## config.mk

```make
export PLATFORM = sky130hd
export DESIGN_NAME = corelet_seq_flat
export DESIGN_NICKNAME = d
export VERILOG_FILES = /design/src/rtl/corelet_inst_pkg.sv /design/src/rtl/corelet_seq_if.sv /design/src/rtl/seq_counter.sv /design/src/rtl/corelet_seq.sv /design/src/flat_wrapper.sv
export SDC_FILE = /design/constraint.sdc
export NUM_CORES = 1
export LEC_CHECK = 0
export CAP_MARGIN = 20
export CORE_UTILIZATION = 65
export CTS_CLUSTER_DIAMETER = 200
export DETAILED_ROUTE_END_ITERATION = 7
export DONT_BUFFER_PORTS = 1
export PLACE_DENSITY = 0.81
export SYNTH_ARGS = -nofsm -noshare
export SYNTH_HDL_FRONTEND = slang
export SYNTH_HIERARCHICAL = 1
export SYNTH_SLANG_ARGS = --single-unit
```

## constraint.sdc

```tcl
create_clock -name clk -period 5.3 [get_ports clk]
set_clock_uncertainty 0.2 [all_clocks]
set_input_delay 0.795 -clock clk [delete_from_list [all_inputs] [get_ports clk]]
set_output_delay 0.795 -clock clk [all_outputs]
set_load 0.1 [all_outputs]
```

## src/rtl/corelet_inst_pkg.sv

```systemverilog
// Shared instruction-word layout for the corelet: bit positions, the idle word
// and the sequencer state encoding, reused by core decode and benches.
package corelet_inst_pkg;

  localparam int INST_W      = 35;
  localparam int BIT_MODE    = 34;
  localparam int BIT_ACC     = 33;
  localparam int BIT_CEN_P   = 32;
  localparam int BIT_WEN_P   = 31;
  localparam int A_PMEM_LSB  = 20;
  localparam int A_PMEM_W    = 11;
  localparam int BIT_CEN_X   = 19;
  localparam int BIT_WEN_X   = 18;
  localparam int A_XMEM_LSB  = 7;
  localparam int A_XMEM_W    = 11;
  localparam int BIT_OFIFO_RD = 6;
  localparam int BIT_IFIFO_RD = 5;
  localparam int BIT_IFIFO_WR = 4;
  localparam int BIT_L0_RD   = 3;
  localparam int BIT_L0_WR   = 2;
  localparam int BIT_EXECUTE = 1;
  localparam int BIT_LOAD    = 0;

  // Memory enables/write-enables deasserted (active low), everything else 0.
  localparam logic [INST_W-1:0] IDLE_WORD = 35'h1_800C_0000;

  typedef enum logic [3:0] {
    S_IDLE   = 4'd0,
    S_WXMEM  = 4'd1,
    S_WLOAD  = 4'd2,
    S_WFLUSH = 4'd3,
    S_AXMEM  = 4'd4,
    S_EXEC   = 4'd5,
    S_DRAIN  = 4'd6,
    S_PWR    = 4'd7,
    S_DONE   = 4'd8
  } seq_state_e;

endpackage

```

## src/rtl/corelet_seq_if.sv

```systemverilog
// Host-facing control bundle of the instruction sequencer.
interface corelet_seq_if #(
  parameter int xaw = 11,
  parameter int paw = 11
);
  // start is a level request sampled only while idle (no ready handshake:
  // busy low means the next sampled start is accepted); done is a one-cycle
  // completion pulse and needs no acknowledge.
  logic           start;
  logic           mode;
  logic [xaw-1:0] w_base;
  logic [xaw-1:0] a_base;
  logic [paw-1:0] p_base;
  logic [34:0]    inst;
  logic           busy;
  logic           done;

  modport master (output start, mode, w_base, a_base, p_base,
                  input  inst, busy, done);
  modport slave  (input  start, mode, w_base, a_base, p_base,
                  output inst, busy, done);
endinterface

```

## src/rtl/seq_counter.sv

```systemverilog
// Loadable up-counter that flags the last cycle of a per-state cycle budget.
module seq_counter #(
  parameter int W = 16
) (
  input  logic         clk,
  input  logic         rst,
  input  logic         clear,
  input  logic [W-1:0] limit,
  output logic [W-1:0] cnt,
  output logic         last
);

  logic [W-1:0] cnt_q, cnt_d;

  always_comb begin
    cnt_d = clear ? '0 : cnt_q + W'(1);
  end

  always_ff @(posedge clk or posedge rst) begin
    if (rst) cnt_q <= '0;
    else     cnt_q <= cnt_d;
  end

  assign cnt  = cnt_q;
  assign last = (cnt_q == limit - W'(1));

endmodule

```

## src/rtl/corelet_seq.sv

```systemverilog
// Kernel-position pass sequencer: fetch/load weights, stream activations,
// drain OFIFO into pmem, then pulse done.
module corelet_seq
  import corelet_inst_pkg::*;
#(
  parameter int row     = 8,
  parameter int col     = 8,
  parameter int len_nij = 36,
  parameter int xaw     = 11,
  parameter int paw     = 11
) (
  input  logic        clk,
  input  logic        reset,
  corelet_seq_if.slave bus,
  output seq_state_e  dbg_state
);

  localparam int CW = 16;

  seq_state_e     state_q, state_d;
  logic           mode_q, mode_d;
  logic [xaw-1:0] w_base_q, w_base_d, a_base_q, a_base_d;
  logic [paw-1:0] p_base_q, p_base_d;
  logic [CW-1:0]  cnt, limit;
  logic           cnt_last, cnt_clear;

  // Counter restarts on every state entry; IDLE keeps it parked at zero.
  assign cnt_clear = (state_q == S_IDLE) || cnt_last;

  seq_counter #(.W(CW)) u_cnt (
    .clk   (clk),
    .rst   (reset),
    .clear (cnt_clear),
    .limit (limit),
    .cnt   (cnt),
    .last  (cnt_last)
  );

  always_comb begin
    limit = CW'(1);
    case (state_q)
      S_WXMEM:  limit = CW'(col + 1);
      S_WLOAD:  limit = CW'(col);
      S_WFLUSH: limit = CW'(row + col);
      S_AXMEM:  limit = CW'(len_nij + 1);
      S_EXEC:   limit = CW'(len_nij);
      S_DRAIN:  limit = CW'(row + col);
      S_PWR:    limit = CW'(len_nij);
      default:  limit = CW'(1);
    endcase
  end

  always_ff @(posedge clk or posedge reset) begin
    if (reset) begin
      state_q  <= S_IDLE;
      mode_q   <= 1'b0;
      w_base_q <= '0;
      a_base_q <= '0;
      p_base_q <= '0;
    end else begin
      state_q  <= state_d;
      mode_q   <= mode_d;
      w_base_q <= w_base_d;
      a_base_q <= a_base_d;
      p_base_q <= p_base_d;
    end
  end

  always_comb begin
    state_d  = state_q;
    mode_d   = mode_q;
    w_base_d = w_base_q;
    a_base_d = a_base_q;
    p_base_d = p_base_q;
    case (state_q)
      S_IDLE: if (bus.start) begin
        state_d  = S_WXMEM;
        mode_d   = bus.mode;
        w_base_d = bus.w_base;
        a_base_d = bus.a_base;
        p_base_d = bus.p_base;
      end
      S_WXMEM:  if (cnt_last) state_d = S_WLOAD;
      S_WLOAD:  if (cnt_last) state_d = S_WFLUSH;
      S_WFLUSH: if (cnt_last) state_d = S_AXMEM;
      S_AXMEM:  if (cnt_last) state_d = S_EXEC;
      S_EXEC:   if (cnt_last) state_d = S_DRAIN;
      S_DRAIN:  if (cnt_last) state_d = S_PWR;
      S_PWR:    if (cnt_last) state_d = S_DONE;
      S_DONE:   state_d = S_IDLE;
      default:  state_d = S_IDLE;
    endcase
  end

  // Fetch phases read xmem for the first N cycles; the strobe trails by one
  // cycle to line up with the SRAM read latency.
  always_comb begin
    bus.inst = IDLE_WORD;
    case (state_q)
      S_WXMEM: begin
        if (cnt < CW'(col)) begin
          bus.inst[BIT_CEN_X] = 1'b0;
          bus.inst[A_XMEM_LSB +: xaw] = w_base_q + xaw'(cnt);
        end
        if (cnt != '0) begin
          if (mode_q) bus.inst[BIT_IFIFO_WR] = 1'b1;
          else        bus.inst[BIT_L0_WR]    = 1'b1;
        end
      end
      S_WLOAD: begin
        bus.inst[BIT_LOAD] = 1'b1;
        if (mode_q) bus.inst[BIT_IFIFO_RD] = 1'b1;
        else        bus.inst[BIT_L0_RD]    = 1'b1;
      end
      S_AXMEM: begin
        if (cnt < CW'(len_nij)) begin
          bus.inst[BIT_CEN_X] = 1'b0;
          bus.inst[A_XMEM_LSB +: xaw] = a_base_q + xaw'(cnt);
        end
        if (cnt != '0) bus.inst[BIT_L0_WR] = 1'b1;
      end
      S_EXEC: begin
        bus.inst[BIT_EXECUTE] = 1'b1;
        bus.inst[BIT_L0_RD]   = 1'b1;
      end
      S_PWR: begin
        bus.inst[BIT_OFIFO_RD] = 1'b1;
        bus.inst[BIT_CEN_P]    = 1'b0;
        bus.inst[BIT_WEN_P]    = 1'b0;
        bus.inst[A_PMEM_LSB +: paw] = p_base_q + paw'(cnt);
      end
      default: ;
    endcase
    if (state_q != S_IDLE) bus.inst[BIT_MODE] = mode_q;
  end

  assign bus.busy  = (state_q != S_IDLE);
  assign bus.done  = (state_q == S_DONE);
  assign dbg_state = state_q;

endmodule

```

## src/flat_wrapper.sv

```systemverilog
// flat-port wrapper written by rule: the top's interface ports become plain ports
module corelet_seq_flat import corelet_inst_pkg::*;
#(
  parameter int row     = 8,
  parameter int col     = 8,
  parameter int len_nij = 36,
  parameter int xaw     = 11,
  parameter int paw     = 11
)
  (clk, reset, dbg_state, bus_start, bus_mode, bus_w_base, bus_a_base, bus_p_base, bus_inst, bus_busy, bus_done);
  corelet_seq_if #(.xaw(xaw), .paw(paw)) bus_i ();
  input  logic clk;
  input  logic reset;
  output seq_state_e dbg_state;
  input wire logic [$bits(bus_i.start)-1:0] bus_start;
  input wire logic [$bits(bus_i.mode)-1:0] bus_mode;
  input wire logic [$bits(bus_i.w_base)-1:0] bus_w_base;
  input wire logic [$bits(bus_i.a_base)-1:0] bus_a_base;
  input wire logic [$bits(bus_i.p_base)-1:0] bus_p_base;
  output wire logic [$bits(bus_i.inst)-1:0] bus_inst;
  output wire logic [$bits(bus_i.busy)-1:0] bus_busy;
  output wire logic [$bits(bus_i.done)-1:0] bus_done;
  assign bus_i.start = bus_start;
  assign bus_i.mode = bus_mode;
  assign bus_i.w_base = bus_w_base;
  assign bus_i.a_base = bus_a_base;
  assign bus_i.p_base = bus_p_base;
  assign bus_inst = bus_i.inst;
  assign bus_busy = bus_i.busy;
  assign bus_done = bus_i.done;
  corelet_seq #(.row(row), .col(col), .len_nij(len_nij), .xaw(xaw), .paw(paw)) u_core (.clk(clk), .reset(reset), .bus(bus_i), .dbg_state(dbg_state));
endmodule
```

Word-level counts from Yosys, hierarchy flattened --
Cells that the tools add are included.
Operators by class: $add $sub $neg 5, multiply operators 0, div/mod/pow operators 0, $lt $le $gt $ge 2, equality and inequality tests 17, shift operators 0, mux-type cells 31, bitwise operators 0, reduce and logical (&&, ||, !) cells 8
Operators by type and width (count):
- 11-bit adder | 3
- 4-bit two-way mux | 8
- 4-bit case mux with 8 select lines | 1
- 6-bit case mux with 5 select lines | 1
- 11-bit two-way mux | 2
- 11-bit case mux with 2 select lines | 1
- 16-bit by 1-bit adder with 16-bit output (second input constant) | 1
- 16-bit == test | 1
- 4-bit by 3-bit == test with 1-bit output (second input constant) | 4
- 16-bit by 4-bit less-than comparator with 1-bit output (second input constant) | 1
- 16-bit by 6-bit less-than comparator with 1-bit output (second input constant) | 1
- 16-bit two-way mux | 1
- 16-bit nonzero test | 1
- 16-bit by 1-bit subtractor with 16-bit output (second input constant) | 1
- 2-bit by 1-bit inequality test with 1-bit output (second input constant) | 7
- 1-bit two-way mux | 13
- 13-bit two-way mux | 1
- 4-bit by 2-bit == test with 1-bit output (second input constant) | 2
- 8-bit AND reduction | 1
- 1-bit case mux with 2 select lines | 3
- 4-bit by 1-bit == test with 1-bit output (second input constant) | 1
- 4-bit == test (second input constant) | 1
- 4-bit logical NOT | 1
- 4-bit nonzero test | 1
- 4 further kinds | 5
Storage, ports and cells: register bits 54, bits in latches 0, memory bits (writable) 0, ROM bits 0, input bits 37, memories 0

Logic depth before layout (Yosys ltp) --
word-level depth 7, depth in mapped cells 16

Cells and area by module --
The synthesis kept the hierarchy.
By module, submodules not included:
- corelet_seq | times used 1, cells an instance 341, area an instance 3160.5 um^2
- seq_counter | times used 1, cells an instance 173, area an instance 1405.1 um^2

Least setup slack after synthesis --
OpenSTA, ideal clock, no wires.
path type reg-to-output, from register u_core.state_q[1] (netlist: u_core/dbg_state[1]), to output port bus_inst[24], data arrival time 4.808 ns, required time 4.305 ns, slack -0.503 ns, stages on the path, launching flop included 6, path through dfrtp_1 clkbuf_1 nand2b_1 or2_2 clkbuf_1 a211oi_1
Between the ends: cells in the longest elaborated chain, start to end 2
Ends and longest elaborated chain:
- start, declared | RTL line corelet_seq.sv:20 | seq_state_e state_q, state_d;
- start signal, assigned | RTL line corelet_seq.sv:61 | state_q <= state_d;
- 4-bit by 3-bit == test with 1-bit output | RTL line corelet_seq.sv:99 | case (state_q)
- 13-bit two-way mux | RTL line corelet_seq.sv:99
- end, declared | RTL line flat_wrapper.sv:20 | output wire logic [$bits(bus_i.inst)-1:0] bus_inst;
Every way passes these cells.

Final worst setup path --
from register u_core.state_q[0] (netlist: u_core/dbg_state[0]), to register u_core.u_cnt.cnt_q[15] (netlist: u_core/u_cnt/cnt[15])
Between the ends: cells in the longest elaborated chain, start to end 7
Ends and longest elaborated chain:
- 4-bit by 3-bit == test with 1-bit output or 4-bit by 2-bit == test with 1-bit output (tied branches) | RTL line corelet_seq.sv:41 | case (state_q)
- 2-bit OR reduction (no line)
- 6-bit case mux with 5 select lines * | RTL line corelet_seq.sv:41
- named net u_core.limit[4] | RTL line corelet_seq.sv:24 | logic [CW-1:0] cnt, limit;
- 16-bit by 1-bit subtractor with 16-bit output * | RTL line seq_counter.sv:25 | assign last = (cnt_q == limit - W'(1));
- 16-bit == test * | RTL line seq_counter.sv:25
- named net u_core.cnt_last | RTL line corelet_seq.sv:25 | logic cnt_last, cnt_clear;
- 1-bit logical OR * | RTL line corelet_seq.sv:28 | assign cnt_clear = (state_q == S_IDLE) || cnt_last;
- named net u_core.cnt_clear | RTL line corelet_seq.sv:25
- 16-bit two-way mux * | RTL line seq_counter.sv:16 | cnt_d = clear ? '0 : cnt_q + W'(1);
- named net u_core.u_cnt.cnt_d[15] | RTL line seq_counter.sv:13 | logic [W-1:0] cnt_q, cnt_d;
- end signal, assigned | RTL line seq_counter.sv:21 | else cnt_q <= cnt_d;
- end, declared | RTL line seq_counter.sv:13
Mark *: on every way through the listed nets, which the timed path passes. The rest lies on a longest branch. A chain may end at the register's enable or synchronous reset.

==> metrics.txt <==
sequential-to-total area share from yosys stat=29.6%; final core utilization=78.8%; Routed WL=11600 µm; HP Class=in -> async; CP startpoint kind=register; synthesized cell area=4570 µm²; Via density=6.04; EDFF count, synth=0; gr ovfl total=0; Clock Pin Slew Worst Setup and Hold Paths=0.10 ns; H-tree depth=2; RR Endpoint=u_core/u_cnt/cnt[15]; RSZ-0062 raised after global routing=no; post-cts gate resize count=0; Period minus WS final=4.25 ns; CP Data Arrival Time=4.23 ns; Tcrit/Tclk final=80.2%; ys async rst share=100%; Slew HR=28.3%; Die ar.=7360 µm²; Syn Area/Cell=8.88 µm²; share of cells above drive strength 1=21.3%; Top Ports=78; GRT Total Usage=32.5%; final worst slack=1.05 ns; TritonCTS clock tree=yes; Initial DRC Count=294; largest net degree at the start of global routing=39; Worst R2R Path Depth=11; Design Power=0.00210 W; Setup TNS=0 ns; synth top area cells=dfrtp_1, ha_1, mux2_2, xnor2_1, nor2_1; Least-Margin Pin Slew=1.07 ns; Setup Buffers After CTS=0; biggest area consumer among synthesized cells=dfrtp_1; count of cell types in the netlist=61; final setup fails=0; area grow syn2layout=17.2%; Max-Cap Viols=0; diode count=0; worst slack, placed=1.10 ns; Die Width=85.8 µm; share of the synthesized area in the top cell type=29.6%; Syn Inst Count=514; Hold Buf Count CTS=0; Critical Path End Type=register; most common cell after layout, fill and taps aside=dfrtp_1; Worst VDD drop=0.253 mV; FMAX=0.235 GHz; Clock Sinks=54; clk buf depth=2; worst reg2reg startpoint=u_core/dbg_state[0]; yosys warns=6; Final #Nets=645; Die Y=85.8 µm; number of global-route vias before repair=3808; pwr/cell area=392 nW/µm²; Post-DP Area=5230 µm²; initial antenna violation count=0; residual antenna-violating net count after detailed routing=0; design area=5350 µm²; commonest cells after routing, fill and taps aside=dfrtp_1, nor2_1, conb_1; latest clock arrival within the worst-skew pair=0.31 ns; root buf cell=clkbuf_8; kind of critical path=reg -> reg; Final Slew Violations=0; input/output buffers=0; Post-DP HPWL=8640 µm; main flop type after synthesis=dfrtp_1; Core ar.=6790 µm²; GP Congestion=0.914; static leakage=2.32 nW; worst-path maximum fanout=16; CTS buffer count=5; DR WL/cell=17.3 µm; Reg2Reg Setup Slack=1.05 ns; first-pass GRT wire length=18500 µm; Rows=30; via count=4044; drt pass-1 iters=5; DR DRC count=0; status=completed; initial core utilization=67.2%; Req. time, crit path=5.28 ns; Hold Fails Final Rpt=0; #FFs+latches synth=54
how the worst max path moves through the flow:
stage                         from  depth (start not counted)              endpoint  slack, ns
3_3_place_gp   u_core/dbg_state[0]                         12   u_core/u_cnt/cnt[3]       1.23
3_5_place_dp   u_core/dbg_state[0]                         12  u_core/u_cnt/cnt[13]       1.10
6_report       u_core/dbg_state[0]                         11  u_core/u_cnt/cnt[15]       1.05
4_1_cts        u_core/u_cnt/cnt[9]                          6          bus_inst[10]       1.07
5_1_grt        u_core/dbg_state[0]                         11  u_core/u_cnt/cnt[15]       0.66
2_1_floorplan  u_core/dbg_state[1]                          3           bus_inst[5]      0.009
registers in the layout, summed over array words and instances (netlist names):
name	flops
u_core/u_cnt/cnt	16
u_core/p_base_q	11
u_core/mode_q	1
u_core/dbg_state	4
u_core/w_base_q	11
u_core/a_base_q	11
kinds of logic (layout without fill, tap and decap cells):
| family | count (synthesis) | in the layout | share of synthesized area, % |
|---|---|---|---|
| and+or+nand+nor | 175 | 175 | 20.3 |
| AOI/OAI and AO/OA | 106 | 106 | 15.1 |
| xor gates and xnor gates | 59 | 59 | 11.3 |
| DFF | 54 | 54 | 29.6 |
| buffers and inverters | 48 | 71 | 4.80 |
| adders and majority gates | 35 | 35 | 10.1 |
| muxes | 35 | 35 | 8.63 |
| other | 2 | 39 | 0.164 |
synthesized netlist by cell type (all sizes together), types with 7 or more instances:
cell,count
ha,32
dfrtp,54
a31oi,8
or4,7
nand2,24
clkbuf,14
and2,7
nor2b,7
buf,7
nor2,58
nor3,23
o21ai,27
xor2,21
mux2,35
a211oi,10
a21oi,18
nand3,16
inv,27
o22ai,11
nor4,7
xnor2,38
per-layer routing:
metal	part of all wire, %	global-route usage, %
met5	0	0
met3	8.4	6.54
met1	43	42.7
met4	1.9	9.85
met2	47	54.4
through the flow:
stage	std cells	hold WS, ns
final	670	0.237
after global routing	670	0.299
after CTS	669	0.261
after global placement	661	0.295
after detailed placement	661	0.302
after floorplan	551	0.286
worst max-delay path, stage by stage, from the launching register on:
cell and delay (ns):
dfrtp_1 0.38, buf_4 0.39, or2b_2 0.38, a21oi_1 0.62
xor2_1 0.20, a2111o_1 0.43, nor4_2 0.28, o211ai_1 0.14
a2111oi_2 0.37, inv_1 0.14, nand2_1 0.47, nor2_1 0.12
final cells by class:
type                            count  area [µm²]
Clock inverter                      2        37.5
Tap cell                           96         120
Sequential cell                    54        1350
Timing Repair Buffer               36         362
Multi-Input combinational cell    449        3310
Inverter                           27         101
Fill cell                         441        1440
Clock buffer                        6        72.6
report_power, final:
part	internal (W)	switching [W]	leakage, nW	total (W)
registers	0.000465	0.000134	0.682	0.000599
logic	0.000429	0.000783	1.59	0.00121
clock network	0.000141	0.000143	0.0514	0.000284
total	0.00104	0.00106	2.32	0.00210
Note: power is estimated with default switching activity, not from simulation.
